File: src/rtl/kettle_controller.sv
// rtl/kettle_controller.sv - kettle control FSM with boil/keep-warm modes and latched protection faults
module kettle_controller #(
    parameter int TEMP_W       = 8,
    parameter int BOIL_TEMP    = 100,
    parameter int MAX_TEMP     = 120,
    parameter int HYST         = 4,
    parameter int HEAT_TIMEOUT = 1000,
    parameter int HOLD_CYCLES  = 5000,
    parameter int TIMER_W      = 16
) (
    input  logic              clk,
    input  logic              rst,
    input  logic              start_button,
    input  logic              keep_warm,
    input  logic [TEMP_W-1:0] warm_setpoint,
    input  logic [TEMP_W-1:0] temperature_sensor,
    input  logic              water_level_sensor,
    output logic              heater,
    output logic              indicator,
    output logic              shutdown,
    output logic [1:0]        fault_code,
    output logic [2:0]        state
);

    typedef enum logic [2:0] {
        S_IDLE  = 3'd0,
        S_HEAT  = 3'd1,
        S_HOLD  = 3'd2,
        S_DONE  = 3'd3,
        S_FAULT = 3'd4
    } state_t;

    localparam logic [TEMP_W-1:0]  BOIL_T    = TEMP_W'(BOIL_TEMP);
    localparam logic [TEMP_W-1:0]  MAX_T     = TEMP_W'(MAX_TEMP);
    localparam logic [TEMP_W-1:0]  HYST_T    = TEMP_W'(HYST);
    localparam logic [TIMER_W-1:0] HEAT_LAST = TIMER_W'(HEAT_TIMEOUT - 1);
    localparam logic [TIMER_W-1:0] HOLD_LAST = TIMER_W'(HOLD_CYCLES - 1);
    localparam logic [TIMER_W-1:0] TIMER_ONE = TIMER_W'(1);
    localparam logic [1:0] F_NONE    = 2'd0;
    localparam logic [1:0] F_DRY     = 2'd1;
    localparam logic [1:0] F_TIMEOUT = 2'd2;
    localparam logic [1:0] F_OVER    = 2'd3;

    state_t              state_q, state_d;
    logic                start_q;
    logic                keep_q, keep_d;
    logic [TEMP_W-1:0]   target_q, target_d;
    logic [TIMER_W-1:0]  heat_timer_q, heat_timer_d;
    logic [TIMER_W-1:0]  hold_timer_q, hold_timer_d;
    logic                hold_heat_q, hold_heat_d;
    logic [1:0]          fault_q, fault_d;

    logic                press, over_temp, dry, at_target, below_lower;
    logic [TEMP_W-1:0]   lower, warm_target;

    assign press       = start_button & ~start_q;
    assign over_temp   = temperature_sensor >= MAX_T;
    assign dry         = ~water_level_sensor;
    assign at_target   = temperature_sensor >= target_q;
    assign lower       = (target_q > HYST_T) ? target_q - HYST_T : '0;
    assign below_lower = temperature_sensor < lower;
    assign warm_target = (warm_setpoint > BOIL_T) ? BOIL_T : warm_setpoint;

    // Each branch below follows the fixed priority: over-temp, dry, timeout, cancel, normal progress.
    always_comb begin
        state_d      = state_q;
        keep_d       = keep_q;
        target_d     = target_q;
        heat_timer_d = heat_timer_q;
        hold_timer_d = hold_timer_q;
        hold_heat_d  = hold_heat_q;
        fault_d      = fault_q;
        case (state_q)
            S_IDLE, S_DONE: begin
                if (over_temp) begin
                    state_d = S_FAULT;
                    fault_d = F_OVER;
                end else if (press && water_level_sensor) begin
                    state_d      = S_HEAT;
                    heat_timer_d = '0;
                    keep_d       = keep_warm;
                    target_d     = keep_warm ? warm_target : BOIL_T;
                end else if (state_q == S_DONE && dry) begin
                    state_d = S_IDLE;
                end
            end
            S_HEAT: begin
                if (over_temp) begin
                    state_d = S_FAULT;
                    fault_d = F_OVER;
                end else if (dry) begin
                    state_d = S_FAULT;
                    fault_d = F_DRY;
                end else if (heat_timer_q == HEAT_LAST && !at_target) begin
                    state_d = S_FAULT;
                    fault_d = F_TIMEOUT;
                end else if (press) begin
                    state_d = S_IDLE;
                end else if (at_target) begin
                    if (keep_q) begin
                        state_d      = S_HOLD;
                        hold_timer_d = '0;
                        hold_heat_d  = 1'b0;
                    end else begin
                        state_d = S_DONE;
                    end
                end else if (heat_timer_q != '1) begin
                    heat_timer_d = heat_timer_q + TIMER_ONE;
                end
            end
            S_HOLD: begin
                if (over_temp) begin
                    state_d = S_FAULT;
                    fault_d = F_OVER;
                end else if (dry) begin
                    state_d = S_FAULT;
                    fault_d = F_DRY;
                end else if (press || hold_timer_q == HOLD_LAST) begin
                    state_d = S_IDLE;
                end else begin
                    if (hold_timer_q != '1) begin
                        hold_timer_d = hold_timer_q + TIMER_ONE;
                    end
                    if (at_target) begin
                        hold_heat_d = 1'b0;
                    end else if (below_lower) begin
                        hold_heat_d = 1'b1;
                    end
                end
            end
            S_FAULT: begin
                if (press && water_level_sensor && temperature_sensor < BOIL_T) begin
                    state_d = S_IDLE;
                    fault_d = F_NONE;
                end
            end
            default: state_d = S_IDLE;
        endcase
    end

    always_ff @(posedge clk) begin
        if (rst) begin
            state_q      <= S_IDLE;
            start_q      <= 1'b1;
            keep_q       <= 1'b0;
            target_q     <= BOIL_T;
            heat_timer_q <= '0;
            hold_timer_q <= '0;
            hold_heat_q  <= 1'b0;
            fault_q      <= F_NONE;
        end else begin
            state_q      <= state_d;
            start_q      <= start_button;
            keep_q       <= keep_d;
            target_q     <= target_d;
            heat_timer_q <= heat_timer_d;
            hold_timer_q <= hold_timer_d;
            hold_heat_q  <= hold_heat_d;
            fault_q      <= fault_d;
        end
    end

    assign heater     = (state_q == S_HEAT) | ((state_q == S_HOLD) & hold_heat_q);
    assign indicator  = (state_q == S_DONE) | (state_q == S_HOLD);
    assign shutdown   = (state_q == S_FAULT);
    assign fault_code = fault_q;
    assign state      = state_q;

endmodule

File: config.mk
export PLATFORM = sky130hd
export DESIGN_NAME = kettle_controller
export DESIGN_NICKNAME = d
export VERILOG_FILES = /design/src/rtl/kettle_controller.sv
export SDC_FILE = /design/constraint.sdc
export NUM_CORES = 1
export LEC_CHECK = 0
export BUFFER_PORTS_ARGS = -buffer_cell sky130_fd_sc_hd__buf_4
export CORE_ASPECT_RATIO = 2
export CORE_UTILIZATION = 55
export DETAILED_ROUTE_END_ITERATION = 8
export PLACE_DENSITY_LB_ADDON = 0.1
export SLEW_MARGIN = 20
export SYNTH_ARGS = -nofsm -noshare
export SYNTH_HDL_FRONTEND = slang
export SYNTH_SLANG_ARGS = --single-unit
File: constraint.sdc
create_clock -name clk -period 4.7 [get_ports clk]
set_clock_uncertainty 0.15 [all_clocks]
set_input_delay 0.47 -clock clk [delete_from_list [all_inputs] [get_ports clk]]
set_output_delay 0.47 -clock clk [all_outputs]
set_load 0.01 [all_outputs]
-- Word-level counts from Yosys, hierarchy flattened
Cells that the tools add are included.
- register bits after elaboration: 48
- bits of input ports: 21
- word-level logic and storage cells: 128
- output and inout port bits: 8
- reduce and logical (&&, ||, !) cells: 17
- muxes and demuxes: 57
- order comparisons: 6
- bitwise logic cells: 7
- equal/unequal tests: 30
- add/sub/neg operators: 3
- operators with widths (kind ; count):
    2-to-1 mux 16 bit ; 18
    case mux 16 bit (2 select lines) ; 2
    2-to-1 mux 3 bit ; 12
    adder 16 x 1 -> 16 bit (second input constant) ; 2
    != test 16 bit (second input constant) ; 2
    != test 2 bit (second input constant) ; 15
    2-to-1 mux 8 bit ; 3
    AND reduction 11 bit ; 2
    equality test 16 x 10 -> 1 bit (second input constant) ; 1
    equality test 16 x 13 -> 1 bit (second input constant) ; 1
    2-to-1 mux 2 bit ; 7
    2-to-1 mux 1 bit ; 12
    != test 4 bit (second input constant) ; 3
    case mux 3 bit (4 select lines) ; 1
    AND reduction 9 bit ; 1
    greater-or-equal comparator 8 x 7 -> 1 bit (second input constant) ; 1
    greater-or-equal comparator 8 bit ; 1
    greater-than comparator 8 x 3 -> 1 bit (second input constant) ; 1
    greater-than comparator 8 x 7 -> 1 bit (second input constant) ; 1
    < comparator 8 x 7 -> 1 bit (second input constant) ; 1
    < comparator 8 bit ; 1
    case mux 2 bit (4 select lines) ; 1
    subtractor 8 x 3 -> 8 bit (second input constant) ; 1
    equality test 3 x 2 -> 1 bit (second input constant) ; 2
    other kinds (19) ; 28

-- Logic depth before layout (Yosys ltp)
Gate-level depths: netlist of run 1.
- depth after elaboration: 9
- mapped depth: 12
- mapped depth without buffers: 12

-- Least setup slack after synthesis of run 1
No wires, ideal clock.
- path kind: input-to-reg
- start: input temperature_sensor[3]
- end: register heat_timer_q[6]
- data arrival time: 2410 ps
- library setup time: 70 ps
- slack: 2070 ps
- cell stages on the path: 8
- buffers on the path: 1
- required time: 4480 ps
- path through: ha_1 > or4_4 > a21oi_4 > o31a_4 > a31oi_2 > buf_6 > or4_1 > a21oi_1
- longest elaborated chain between the ends: 5
- elaborated cells between the ends (all ways): 9
- classes of those cells: order compare (2); eq/ne (4); reduce/logical (3)
- RTL lines (element ; line ; text):
    start: declaration ; 16 ; input logic [TEMP_W-1:0] temperature_sensor,
    greater-or-equal comparator 8 bit ; 59 ; assign at_target = temperature_sensor >= target_q;
    logical NOT 1 bit ; 94 ; end else if (heat_timer_q == HEAT_LAST && !at_target) begin
    logical AND 1 bit ; 94 ;
    != test 2 bit (no source line) ; -- ;
    AND reduction 9 bit (no source line) * ; -- ;
    end signal: assignment ; 156 ; heat_timer_q <= heat_timer_d;
    end: declaration ; 48 ; logic [TIMER_W-1:0] heat_timer_q, heat_timer_d;
Every way passes the cells marked *; elsewhere a longest branch is shown, timed or not.
A chain may end at the register's enable or synchronous reset.

-- Worst setup path in the final report of run 1
- start: register target_q[4]
- end: register heat_timer_q[3]
- longest elaborated chain between the ends: 5
- elaborated cells between the ends (all ways): 6
- classes of those cells: order compare (1); eq/ne (2); reduce/logical (3)
- RTL lines (element ; line ; text):
    start: declaration ; 47 ; logic [TEMP_W-1:0] target_q, target_d;
    start signal: assignment ; 155 ; target_q <= target_d;
    greater-or-equal comparator 8 bit * ; 59 ;
    logical NOT 1 bit ; 94 ;
    logical AND 1 bit ; 94 ;
    != test 2 bit (no source line) ; -- ;
    AND reduction 9 bit (no source line) * ; -- ;
Marks and branches as above.

==> out/qor.yml, run 1 <==
sta:
  relSlewSlack: 0.401
  fmax_mhz: 335
  rsz0062_at_grt: "false"
  setup_violations: 0
  setup_tns_ps: 0
  period_share: 0.636
  finalHoldViolCount: 0
  period_needed_ps: 2990
  slew_violations: 0
  worst_slew_pin_slew_ps: 896
placed_design:
  place_area_sq_um: 3380
  gp_congestion: 0.839
  port_buffers: 28
  hpwlAfterDp_microns: 6010
layout:
  final_area_sq_um: 3510
  multi_input_area_sq_um: 2090
  syn2layout_area_growth_pct: 9.87
  fillCellCount: 529
  layout.nets: 451
  fin_util: 0.637
  antenna-diode-count: 0
  seq_area_sq_um: 961
  final_layout_size_suffix_gt1_frac: 0.119
synth:
  synth_common_cells: "dfxtp_1 (48), a21oi_1 (37), nand2_1 (28)"
  yosysTopAreaCellShare: 0.301
  yosys_most_used_dff: "dfxtp_1"
  post_synth_num_cell_types: 64
  synth_area_sq_um: 3200
  synth.avg_cell_area_sq_um: 8.09
  synth_area_leaders: "dfxtp_1 (30%), ha_1 (7.4%), a21oi_1 (5.8%), nand3_1 (3.4%), nand2_1 (3.3%)"
  synth_largest_area_cell: "dfxtp_1"
  synth_edf_count: 0
  yosys_warnings: 0
  ys_seq_area_frac: 0.301
  syn_inst: 395
  synth_async_sr_flop_share: 0
  yosysMostFrequentCell: "dfxtp_1"
  ys_ff_latch: 48
  syn_nets: 435
critical_path:
  cpPeakStageDelay_ps: 610
  worstPathArrival_ps: 3080
  crit_buf_inv: 1
  path_cells: "inv_1, ha_1, or4_4, a21oi_4, o31a_4, a31oi_2, or4_1, a21oi_1"
  timing.critical_path.to_type: "register"
  path_max_fanout: 23
  cp_slowest_cell: "or4_1"
  cp.required_ps: 4790
  cp-start-kind: "register"
  crit_type: "register to register"
  critPathTopFamily: "simple AND/OR/NAND/NOR gates"
clocking:
  postCtsHoldBufs: 0
  clk_path_buf_depth: 2
  cts_buffers: 5
  clk_latency_ps: 320
  clkTransAtPathRegs_ps: 90
  cts-root-buf: "clkbuf_8"
  cts-htree-levels: 2
  cts_tree: "yes"
  clkSinkCount: 48
  post_cts_buffers: 0
  ctsResizeCount: 0
power_and_ir_drop:
  ir_drop_v: 0.000208
  leakagePower_uw: 0.00132
  power.density_nw_per_um2: 253
global_routing:
  grt_pass1_wl_microns: 13100
  grt_max_degree: 30
  grt_pass1_vias: 2927
  grt_usage: 0.269
  overflow: 0
  antenna_found_initial: 0
detailed_routing:
  drc: 0
  first_iter_violations: 157
  routed_via_density: 6.64
  drt-total-wl_microns: 7940
  ant_nets: 0
  wl_per_cell_microns: 16.8
  vias: 3132
  firstDrtPassIters: 4
floorplanning:
  dieArea_sq_um: 6140
  start_util: 0.579
  core-area_sq_um: 5520
  top_level_ports: 29
  die_w_microns: 55.9
  die_height_microns: 110
  num_rows: 38
hold_path:
  min_path_type: "input port to register"
job:
  max_cap_viol_count: 0
run_status:
  status: "completed"
-- registers in the layout, indices dropped and copies added (netlist names) --
name and count:
heat_timer_q 16, hold_timer_q 16, target_q 8, state 3
fault_code 2, hold_heat_q 1, keep_q 1, start_q 1
-- cell usage in the layout (no fill, tap or decap), types with 13 or more instances in the layout --
cell type	count
dfxtp_1	48
a21oi_1	37
buf_4	29
nand2_1	28
nor2_1	23
nand3_1	22
ha_1	19
o21ai_1	16
or3_1	16
and3_1	15
or4_1	14
nand4_1	13
-- final cells by class --
cell class | instances | area share
timing repair buffer | 29 | 0.0620
clock buffer | 7 | 0.0274
inverter | 12 | 0.0128
sequential | 48 | 0.274
tap | 60 | 0.0214
multi-input combinational | 315 | 0.594
clock inverter | 1 | 0.00855
-- where the power goes --
part / switching, uW / total, uW / internal, uW
sequential: 11.9 / 425 / 413
combinational: 76.0 / 131 / 55.0
clock: 145 / 333 / 188
total: 233 / 888 / 656
-- cell families (layout without fill, tap and decap cells) --
| group | count (synthesis) | count (layout) | synth area share |
|---|---|---|---|
| AND/OR/NAND/NOR | 175 | 175 | 0.312 |
| adder cells (fa/ha/maj) | 19 | 19 | 0.0744 |
| multiplexers | 3 | 3 | 0.00940 |
| AO/OA/AOI/OAI | 114 | 114 | 0.246 |
| XOR/XNOR | 4 | 4 | 0.0110 |
| flip-flops | 48 | 48 | 0.301 |
| buffers and inverters | 32 | 49 | 0.0466 |
-- stage by stage --
step                power (uW)  cells  hold slack [ps]  worst slack (ps)
detailed placement         563    464              323              1630
CTS                        896    472              209              1730
global route               922    472              225              1450
global placement           561    464              311              1720
finish                     888    472              217              1710
floorplan                  518    395              295              2070
-- worst reg2reg max path: stages, from the launching register on --
cell and delay [ps]:
dfxtp_1 480, inv_1 80, ha_1 210, or4_4 530
a21oi_4 180, o31a_4 180, a31oi_2 330, or4_1 620
a21oi_1 150
-- path summary, 6_finish.rpt --
kind | cells past startpoint | end | slack, ps | start
worst max register to register | 8 | heat_timer_q[3] | 1710 | target_q[4]
worst min-delay path | 2 | start_q | 220 | start_button
worst min register to register | 2 | keep_q | 330 | keep_q
worst max-delay path | 8 | heat_timer_q[3] | 1710 | target_q[4]
-- routing by layer --
metal / part of all wire / track usage / vias to the layer above
met5: 0 / 0 / -
met4: 0.032 / 0.146 / 0
met3: 0.023 / 0.0341 / 22
met2: 0.56 / 0.528 / 66
met1: 0.39 / 0.269 / 1497
li1: - / - / 1547
(Power assumes the default switching activity.)
==> run 2, diff against run 1 <==
==> constraint.sdc (replaced) <==
create_clock -name clk -period 2.8 [get_ports clk]
set_clock_uncertainty 0.15 [all_clocks]
set_input_delay 0.28 -clock clk [delete_from_list [all_inputs] [get_ports clk]]
set_output_delay 0.28 -clock clk [all_outputs]
set_load 0.01 [all_outputs]
==> out/qor.yml, run 2 (synthesis results as in run 1) <==
clocking:
  cts-root-buf: "clkbuf_8"
  cts_tree: "yes"
  cts_buffers: 5  # unchanged
  cts-htree-levels: 2  # unchanged
  clkTransAtPathRegs_ps: 90  # about the same
  post_cts_buffers: 0  # unchanged
  clkSinkCount: 48  # unchanged
  clk_path_buf_depth: 2  # unchanged
  clk_latency_ps: 310  # about the same
critical_path:
  crit_type: "register to register"
  cp.required_ps: 2880  # -1910 ps
  worstPathArrival_ps: 2750  # -330 ps
  timing.critical_path.to_type: "register"
  cp-start-kind: "register"
  path_max_fanout: 4  # -83%
global_routing:
  grt_pass1_wl_microns: 13900  # +6.5%
  grt_pass1_vias: 3190  # +9.0%
  grt_usage: 0.287  # +0.0178
  overflow: 0  # unchanged
  grt_max_degree: 30  # unchanged
  antenna_found_initial: 0  # unchanged
sta:
  slew_violations: 0  # unchanged
  relSlewSlack: 0.631  # +0.230
  setup_violations: 0  # unchanged
  rsz0062_at_grt: "true"
  setup_tns_ps: 0  # unchanged
  period_needed_ps: 2670  # -321 ps
  fmax_mhz: 375  # +12%
  worst_slew_pin_slew_ps: 550  # -346 ps
  period_share: 0.953  # +0.317
  setup_slack_ps: 131  # -1580 ps
  finalHoldViolCount: 0  # unchanged
floorplanning:
  die_w_microns: 55.9  # unchanged
  top_level_ports: 29  # unchanged
  num_rows: 38  # unchanged
  start_util: 0.579  # unchanged
  dieArea_sq_um: 6140  # unchanged
  core-area_sq_um: 5520  # unchanged
  die_height_microns: 110  # unchanged
layout:
  antenna-diode-count: 0  # unchanged
  final_area_sq_um: 3720  # +6.0%
  syn2layout_area_growth_pct: 16.5
  final_cells: 499  # +5.7%
  layout_commonest_cell: "buf_4"
  seq_area_sq_um: 961  # unchanged
  multi_input_area_sq_um: 2100  # +0.72%
  layout.nets: 478  # +6.0%
  final_layout_size_suffix_gt1_frac: 0.173  # +0.0542
  reg_top3: "heat_timer_q (16), hold_timer_q (16), target_q (8)"
  fillCellCount: 484  # -8.5%
  layout_common_cells: "buf_4 (55), dfxtp_1 (48), a21oi_1 (37), nand2_1 (28), nor2_1 (23)"
detailed_routing:
  routed_via_density: 6.44  # -3.0%
  wl_per_cell_microns: 16.7  # -0.80%
  firstDrtPassIters: 4  # unchanged
  drc: 0  # unchanged
  drt-total-wl_microns: 8330  # +4.9%
  first_iter_violations: 126  # -20%
  vias: 3212  # +2.6%
  ant_nets: 0  # unchanged
placed_design:
  gp_congestion: 0.876  # +4.4%
  place_area_sq_um: 3600  # +6.4%
  port_buffers: 28  # unchanged
  post-place-cells: 491  # +5.8%
  post-place-ws_ps: -62.4  # -1690 ps
  hpwlAfterDp_microns: 6580  # +9.6%
job:
  max_cap_viol_count: 0  # unchanged
power_and_ir_drop:
  total_power_uw: 1470  # +65%
  leakagePower_uw: 0.00146  # +10%
  ir_drop_v: 0.000487  # +130%
  power.density_nw_per_um2: 394  # +56%
hold_path:
  min_path_type: "input port to register"
run_status:
  status: "completed"
run 2: cell type report:
class	instances	area share
Tap cell	60	0.0202
Inverter	12	0.0121
Sequential cell	48	0.258
Clock inverter	2	0.00941
Timing Repair Buffer	56	0.116
Multi-Input combinational cell	315	0.564
Clock buffer	6	0.0195
run 2: stage by stage:
step / util / hold slack (ps)
after floorplan: - / 237
after global placement: 0.653 / 316
after detailed placement: 0.653 / 324
after CTS: 0.672 / 18.1
after global routing: 0.675 / 27.8
final: 0.675 / 36.4
run 2: report_power, final:
group          switching, uW  internal (uW)
clock                    238            265
combinational            144            116
sequential              9.44            693
total                    392           1070
run 2: critical path, cell delays in order (launching register included):
cell      delay [ps]
dfxtp_1          370
inv_1             90
ha_1             180
nor3b_1          140
o21ai_1          230
buf_4            180
nand2_1           50
ha_1             290
and3_1           220
a221oi_2         310
a41oi_1          160
a211oi_1         220
run 2: routing by layer:
layer,vias to the layer above,GRT usage,part of all wire
met3,18,0.0494,0.025
li1,1611,-,-
met4,0,0.143,0.029
met2,42,0.585,0.58
met5,-,0,0
met1,1541,0.265,0.37
run 2: repair_timing:
action,4_1_cts,5_1_grt
gates cloned,0,0
setup endpoints to repair,1,10
hold buffers,0,0
gates resized for setup,1,2
run 2: worst paths after layout:
kind                          from                to  slack, ps  cells past startpoint
hold / removal        start_button           start_q         40                      2
hold reg to reg   heat_timer_q[15]  heat_timer_q[15]        330                      2
setup / recovery       target_q[3]       hold_heat_q        130                     11
setup reg to reg       target_q[3]       hold_heat_q        130                     11
